[src/rtl/stopwatch_ctrl.sv]
// stopwatch_ctrl: mm:ss.cc BCD stopwatch driven by arrow-key levels.
//
// Rising edges of the key levels become commands:
//   up    - start/stop toggle          down  - clear (ignored while running)
//   left  - capture lap (recapture ok)  right - release lap
// A prescaler turns clk into a centisecond tick that advances a BCD cascade
// capped at 59:59.99. disp shows the lap register while lap_active, else the
// live counter, one clock after either changes.
//
// Ports:
//   clk        board clock
//   rst_n      asynchronous active-low reset
//   left/down/right/up  key levels, already synchronous to clk
//   disp       {min_t, min_o, sec_t, sec_o, cs_t, cs_o}, registered
//   running    1 while counting
//   lap_active 1 while disp shows the frozen lap value
//   overflow   saturation flag (only with SW_SATURATE_EN)
//
// Build option: define SW_SATURATE_EN to saturate at 59:59.99 (pausing and
// raising overflow) instead of wrapping to 00:00.00.
module stopwatch_ctrl #(
  parameter int unsigned CLK_HZ   = 50_000_000,
  parameter int unsigned TICK_DIV = CLK_HZ / 100
) (
  input  logic        clk,
  input  logic        rst_n,
  input  logic        left,
  input  logic        down,
  input  logic        right,
  input  logic        up,
  output logic [23:0] disp,
  output logic        running,
  output logic        lap_active
`ifdef SW_SATURATE_EN
  ,
  output logic        overflow
`endif
);

  localparam int unsigned PW = (TICK_DIV > 2) ? $clog2(TICK_DIV) : 1;
  localparam logic [PW-1:0] TickLast = PW'(TICK_DIV - 1);

  typedef enum logic [1:0] {
    StIdle,
    StRun,
    StPause
  } state_e;

  state_e        state_q;
  logic [PW-1:0] presc_q;
  logic [23:0]   cnt_q;
  logic [23:0]   lap_q;
  logic          left_q, down_q, right_q, up_q;

  logic          left_press, down_press, right_press, up_press;
  logic          clear, tick;
  logic [23:0]   cnt_inc;

  // One-digit-at-a-time BCD increment; 59:59.99 naturally wraps to zero.
  function automatic logic [23:0] bcd_inc(input logic [23:0] v);
    logic [23:0] r;
    logic        carry;
    logic [3:0]  lim;
    r     = v;
    carry = 1'b1;
    for (int i = 0; i < 6; i++) begin
      lim = (i == 3 || i == 5) ? 4'd5 : 4'd9;
      if (carry) begin
        if (r[i*4 +: 4] == lim) begin
          r[i*4 +: 4] = 4'd0;
        end else begin
          r[i*4 +: 4] = r[i*4 +: 4] + 4'd1;
          carry       = 1'b0;
        end
      end
    end
    return r;
  endfunction

  always_comb begin
    left_press  = left  & ~left_q;
    down_press  = down  & ~down_q;
    right_press = right & ~right_q;
    up_press    = up    & ~up_q;
    clear       = down_press && (state_q != StRun);
    tick        = (state_q == StRun) && (presc_q == TickLast);
    cnt_inc     = bcd_inc(cnt_q);
  end

  always_ff @(posedge clk or negedge rst_n) begin
    if (!rst_n) begin
      state_q    <= StIdle;
      presc_q    <= '0;
      cnt_q      <= '0;
      lap_q      <= '0;
      left_q     <= 1'b0;
      down_q     <= 1'b0;
      right_q    <= 1'b0;
      up_q       <= 1'b0;
      disp       <= '0;
      running    <= 1'b0;
      lap_active <= 1'b0;
`ifdef SW_SATURATE_EN
      overflow   <= 1'b0;
`endif
    end else begin
      left_q  <= left;
      down_q  <= down;
      right_q <= right;
      up_q    <= up;
      disp    <= lap_active ? lap_q : cnt_q;

      if (clear) begin
        // Clear wins over a same-cycle up press and both lap commands.
        state_q    <= StIdle;
        running    <= 1'b0;
        presc_q    <= '0;
        cnt_q      <= '0;
        lap_q      <= '0;
        lap_active <= 1'b0;
`ifdef SW_SATURATE_EN
        overflow   <= 1'b0;
`endif
      end else begin
        if (state_q == StRun) begin
          presc_q <= tick ? '0 : presc_q + PW'(1);
        end

        // Lap capture sees cnt_q before this edge's tick is applied.
        if (left_press) begin
          lap_q      <= cnt_q;
          lap_active <= 1'b1;
        end else if (right_press) begin
          lap_active <= 1'b0;
        end

        if (up_press) begin
          unique case (state_q)
            StIdle: begin
              state_q <= StRun;
              running <= 1'b1;
            end
            StRun: begin
              state_q <= StPause;
              running <= 1'b0;
            end
            StPause: begin
`ifdef SW_SATURATE_EN
              if (!overflow) begin
                state_q <= StRun;
                running <= 1'b1;
              end
`else
              state_q <= StRun;
              running <= 1'b1;
`endif
            end
            default: begin
              state_q <= StIdle;
              running <= 1'b0;
            end
          endcase
        end

        if (tick) begin
`ifdef SW_SATURATE_EN
          if (cnt_q == 24'h595999) begin
            // Hold at max and park in PAUSE; only a clear gets out.
            overflow <= 1'b1;
            state_q  <= StPause;
            running  <= 1'b0;
          end else begin
            cnt_q <= cnt_inc;
          end
`else
          cnt_q <= cnt_inc;
`endif
        end
      end
    end
  end

endmodule

[config.mk]
export PLATFORM = sky130hd
export DESIGN_NAME = stopwatch_ctrl
export DESIGN_NICKNAME = d
export VERILOG_FILES = /design/src/rtl/stopwatch_ctrl.sv
export SDC_FILE = /design/constraint.sdc
export NUM_CORES = 1
export LEC_CHECK = 0
export BUFFER_PORTS_ARGS = -buffer_cell sky130_fd_sc_hd__buf_2
export CORE_ASPECT_RATIO = 0.5
export CORE_MARGIN = 1.5
export CORE_UTILIZATION = 65
export CTS_CLUSTER_SIZE = 30
export DETAILED_ROUTE_END_ITERATION = 8
export PLACE_DENSITY = 0.91
export SYNTH_ARGS = -nofsm -noshare
export SYNTH_HDL_FRONTEND = slang
export SYNTH_SLANG_ARGS = --single-unit
[constraint.sdc]
create_clock -name clk -period 4.2 [get_ports clk]
set_input_delay 0.42 -clock clk [delete_from_list [all_inputs] [get_ports clk]]
set_output_delay 0.42 -clock clk [all_outputs]
set_load 0.1 [all_outputs]
==> results.json, run 1 <==
{
  "dp_hpwl_mm": 6.30,
  "track_usage": 0.259,
  "hold_ws_ps": 164,
  "layout-drive-gt1-share": 0.195,
  "fmax_ghz": 0.398,
  "via_per_inst": 6.17,
  "rows": 22,
  "crit_path_max_incr_delay_ps": 670,
  "final_cell_mix": "99 x dfrtp_1, 78 x nand2_1, 38 x a21oi_1, 30 x buf_2, 24 x o21ai_0",
  "overflow": 0,
  "fin_nets": 516,
  "maxSlewViolCount": 0,
  "clk_latency_ps": 350,
  "ys_seq_area_frac": 0.505,
  "ctsResizeCount": 0,
  "path_cells": "ha_1 -> and4_2 -> nand4b_2 -> o21ai_0 -> o311ai_0",
  "grt_pass1_vias": 3578,
  "cts.sinks": 99,
  "io_pins": 32,
  "cp_slowest_cell": "o21ai_0",
  "synth_cell_types": 61,
  "n_antenna_cell": 0,
  "power.total_mw": 1.99,
  "multiInputGateArea_um2": 2220,
  "internal-power_mw": 1.48,
  "post_drt_wl_per_cell_um": 16.4,
  "root_buffer": "clkbuf_16",
  "grt_pass1_wl_mm": 16.7,
  "drt_wl_total_mm": 9.82,
  "cp_max_fo": 26,
  "postLayoutCoreUtil": 0.733,
  "die_y_um": 64.4,
  "worst_ep_required_time_ps": 4400,
  "coreArea_um2": 7320,
  "gp_congestion": 0.866,
  "tightest_slew_ps": 1120,
  "syn_nets": 499,
  "netlist_instances": 480,
  "ir_worst_vdd_mv": 0.198,
  "min_period_over_period": 0.598,
  "synth_warnings": 0,
  "nFillCells": 488,
  "numCtsBuffers": 9,
  "drt_iter0_drc": 308,
  "drv_cap": 0,
  "crit_path_end_kind": "flop",
  "seq_area_um2": 2480,
  "netlist_area_um2": 4900,
  "crit_type": "reg -> reg",
  "cellPowerDensity_nw_per_um2": 371,
  "h-tree-depth": 3,
  "fin_tns_setup_ps": 0,
  "io_buffers": 31,
  "final_hold_viol_count": 0,
  "skew_ps": 6.54,
  "grt_max_degree": 72,
  "p_leak_nw": 2.43,
  "combinationalPowerShare": 0.089,
  "p_switching_mw": 0.507,
  "holdBufCountCts": 0,
  "swShare": 0.254,
  "clockBufferDepth": 2,
  "vias": 3691,
  "die_w_um": 126,
  "pre_cts_ws_ps": 1700,
  "p_clk_frac": 0.410,
  "antenna_found_initial": 0,
  "area_growth_syn_to_layout_pct": 9.44,
  "syn_area_per_cell_um2": 10.2,
  "dieArea_um2": 8100,
  "outcome": "finished clean",
  "cts_tree": "built",
  "first_pass_iters": 7,
  "final.min_clock_period_ps": 2510,
  "rsz0062_at_grt": "false",
  "crit_arrival_ps": 2710,
  "synthArstFlopShare": 1.00,
  "synth_flop_cell": "dfrtp_1",
  "critPathLaunchType": "flop",
  "seqPwrFrac": 0.501,
  "hold_path.class": "in -> async",
  "max_slew_margin": 0.249,
  "final_common_cell": "dfrtp_1",
  "setup_violations": 0,
  "postRouteAntennaNets": 0,
  "synth-seq-cells": 99,
  "synth-edff-count": 0,
  "cts_setup_buffers": 0,
  "start_util": 0.670,
  "setup_slack_ps": 1690,
  "post-route-drc-count": 0,
  "clk_transition_reported_paths_ps": 70
}
critical path: cells and delay by family (launching register included):
| kind | cells | cell delay, ps |
|---|---|---|
| compound gates | 2 | 880 |
| simple gates | 2 | 810 |
| flops | 1 | 410 |
| fa+ha+maj | 1 | 260 |
area by class of cell:
class	instances	share of cell area
flip-flops and latches	99	0.462
clock inverters	5	0.0112
repair buffers	37	0.0378
multi-input cells	337	0.414
clock buffers	11	0.0434
well taps	96	0.0224
inverters	13	0.00910
synth_stat cells (9+ instances only):
| master | count | share of area |
|---|---|---|
| mux2_2 | 18 | 0.041 |
| nand4_1 | 10 | 0.013 |
| o21ai_0 | 24 | 0.025 |
| clkbuf_1 | 17 | 0.013 |
| nand2_1 | 78 | 0.060 |
| inv_1 | 13 | 0.010 |
| dfrtp_1 | 99 | 0.51 |
| ha_1 | 13 | 0.033 |
| a21oi_1 | 38 | 0.039 |
| o31ai_1 | 9 | 0.014 |
| nand3_1 | 14 | 0.014 |
registers in the layout, indices dropped and copies added, names as in the netlist:
signal	count
down_q	1
lap_active	1
right_q	1
left_q	1
state_q	2
presc_q	19
disp	24
running	1
up_q	1
lap_q	24
cnt_q	24
stage by stage:
stage	instances	instance area [µm²]
finish	598	5370
global route	598	5370
CTS	598	5370
detailed placement	582	5070
global placement	582	5070
floorplan	480	4900
per-layer routing:
layer,routed length [µm],share of wire,track usage
met1,4550,0.46,0.349
met2,4680,0.48,0.420
met3,446,0.045,0.0595
met4,140,0.014,0.0905
met5,0,0,0
power by group through the flow:
| stage | clock network, mW | logic [mW] | registers [mW] |
|---|---|---|---|
| after CTS | 0.829 | 0.178 | 0.996 |
| final | 0.817 | 0.177 | 0.997 |
| after detailed placement | 0 | 0.177 | 1.01 |
| after floorplan | 0 | 0.107 | 1.03 |
| after global routing | 0.869 | 0.194 | 0.999 |
| after global placement | 0 | 0.173 | 1.01 |
cell families after synthesis:
logic type	Yosys count	synth area share
simple gates	187	0.212
xor+xnor	7	0.0125
fa+ha+maj	13	0.0332
flops	99	0.505
mux	25	0.0556
compound gates	105	0.139
buf+inv	44	0.0416
worst paths after layout:
check	startpoint	to	slack (ps)	cells past startpoint
max reg2reg	presc_q[0]	presc_q[13]	1690	5
min reg2reg	lap_q[13]	disp[13]	500	2
max in group asynchronous	rst_n	disp[0]	3110	2
min	rst_n	presc_q[1]	160	1
max	presc_q[0]	presc_q[13]	1690	5
min in group clk	right	right_q	200	1
(Power assumes the default switching activity.)
==> inputs of run 2 (changes only) <==
CORE_UTILIZATION = 55   (was 65)
PLACE_DENSITY = 0.82   (was 0.91)
clock period = 2.3 ns   (was 4.2 ns; I/O delays follow)
==> run 2 against run 1 <==
Clock power is 100% higher. Power is 93% higher. Setup slack got worse by 1500 ps. Register-to-register slack worse by 1500 ps. Worst hold slack lost 150 ps. Non-clock buffer count up 13. Sequential share of layout area fell by 1.4 points. Critical path depth unchanged. Largest cell class unchanged. Largest power group unchanged.
==> results.json, run 2 (synthesis results as in run 1) <==
{
  "ir_worst_vdd_mv": 0.380,
  "clk_transition_reported_paths_ps": 60,
  "overflow": 0,
  "crit_arrival_ps": 2410,
  "largestRegisters": "cnt_q: 24 flops, disp: 24 flops, lap_q: 24 flops",
  "maxSlewViolCount": 0,
  "grt_pass1_vias": 3728,
  "crit_path_max_incr_delay_ps": 520,
  "clk_latency_ps": 350,
  "post_drt_wl_per_cell_um": 16.4,
  "grt_pass1_wl_mm": 18.0,
  "rows": 24,
  "outcome": "finished clean",
  "post-route-drc-count": 0,
  "cp_slowest_cell": "nor2b_1",
  "crit_type": "reg -> reg",
  "die_y_um": 69.8,
  "tightest_slew_ps": 738,
  "antenna_found_initial": 0,
  "first_pass_iters": 4,
  "placed_area_um2": 5180,
  "vias": 3708,
  "fin_tns_setup_ps": 0,
  "reg2reg_from": "state_q[0]",
  "drt_iter0_drc": 314,
  "final.min_clock_period_ps": 2140,
  "drt_wl_total_mm": 10.4,
  "rsz0062_at_grt": "false",
  "path_cells": "nor2b_1 -> buf_4 -> o2111ai_1 -> or4_1 -> a21oi_1",
  "start_util": 0.565,
  "pre_cts_ws_ps": 220,
  "cts_setup_buffers": 0,
  "hold_path.class": "in -> reg",
  "grt_max_degree": 38,
  "worst_ep_required_time_ps": 2570,
  "coreArea_um2": 8680,
  "critPathLaunchType": "flop",
  "p_leak_nw": 2.51,
  "die_w_um": 137,
  "final_common_cell": "dfrtp_1",
  "finalNonFillerCells": 632,
  "n_antenna_cell": 0,
  "max_slew_margin": 0.508,
  "final_hold_viol_count": 0,
  "gp_congestion": 0.887,
  "cts_tree": "built",
  "dieArea_um2": 9520,
  "fmax_ghz": 0.467,
  "min_from": "up",
  "min_period_over_period": 0.931,
  "postRouteAntennaNets": 0,
  "layout-drive-gt1-share": 0.216,
  "setup_slack_ps": 159,
  "numCtsBuffers": 9,
  "crit_path_start": "state_q[0]",
  "io_pins": 32,
  "root_buffer": "clkbuf_16",
  "dp_hpwl_mm": 6.83,
  "cp_max_fo": 8,
  "design_area_um2": 5540,
  "io_buffers": 31,
  "setup_violations": 0,
  "h-tree-depth": 3,
  "cts.sinks": 99,
  "track_usage": 0.243,
  "drv_cap": 0,
  "skew_ps": 8.08,
  "ctsResizeCount": 0,
  "via_per_inst": 5.87,
  "crit_path_end_kind": "flop",
  "area_growth_syn_to_layout_pct": 13.0,
  "clockBufferDepth": 2,
  "final_cell_mix": "99 x dfrtp_1, 78 x nand2_1, 38 x a21oi_1, 30 x buf_2, 24 x o21ai_0",
  "fin_nets": 529,
  "dp.cells": 614,
  "cellPowerDensity_nw_per_um2": 694
}
-- run 2: report_power, final --
part	internal, mW	total, mW	switching (mW)
logic	0.106	0.343	0.237
registers	1.78	1.83	0.0563
clock network	1.02	1.67	0.652
-- run 2: what timing repair did --
action,CTS,global route
endpoints found under the setup margin,0,0
endpoints found under the hold margin,35,0
hold buffers,2,0
-- run 2: area by class of cell --
| cell class | instances | area (µm²) |
|---|---|---|
| Fill cell | 692 | 3140 |
| Timing Repair Buffer | 50 | 305 |
| Inverter | 13 | 48.8 |
| Tap cell | 117 | 146 |
| Sequential cell | 99 | 2480 |
| Clock buffer | 11 | 253 |
| Clock inverter | 5 | 85.1 |
| Multi-Input combinational cell | 337 | 2220 |
-- run 2: layer usage --
layer / vias up / track usage / routed length [µm]
met1: 1822 / 0.331 / 4730
met4: 0 / 0.0946 / 182
met5: - / 0 / 0
li1: 1778 / - / -
met3: 19 / 0.0548 / 561
met2: 89 / 0.380 / 4900
-- run 2: worst paths after layout --
| kind | cells past startpoint | end | slack, ps |
|---|---|---|---|
| max | 5 | presc_q[18] | 160 |
| max reg2reg | 5 | presc_q[18] | 160 |
| min | 1 | up_q | 10 |
| min reg2reg | 2 | disp[17] | 490 |
| min in group asynchronous | 2 | lap_q[13] | 380 |
| max in group asynchronous | 3 | up_q | 1200 |
-- run 2: through the flow --
step            util  hold WS, ps  power, mW
2_1_floorplan      -        -65.6       2.08
3_3_place_gp   0.597          226       2.19
3_5_place_dp   0.597          229       2.20
4_1_cts        0.638         5.55       3.87
5_1_grt        0.638         4.99       3.98
6_report       0.638         10.8       3.84
-- run 2: critical path: cells and delay by family, from the launching register on --
kind | cells | cell delay, ps
buffers and inverters | 1 | 240
AO/OA/AOI/OAI | 2 | 410
AND/OR/NAND/NOR | 2 | 1000
flip-flops | 1 | 410
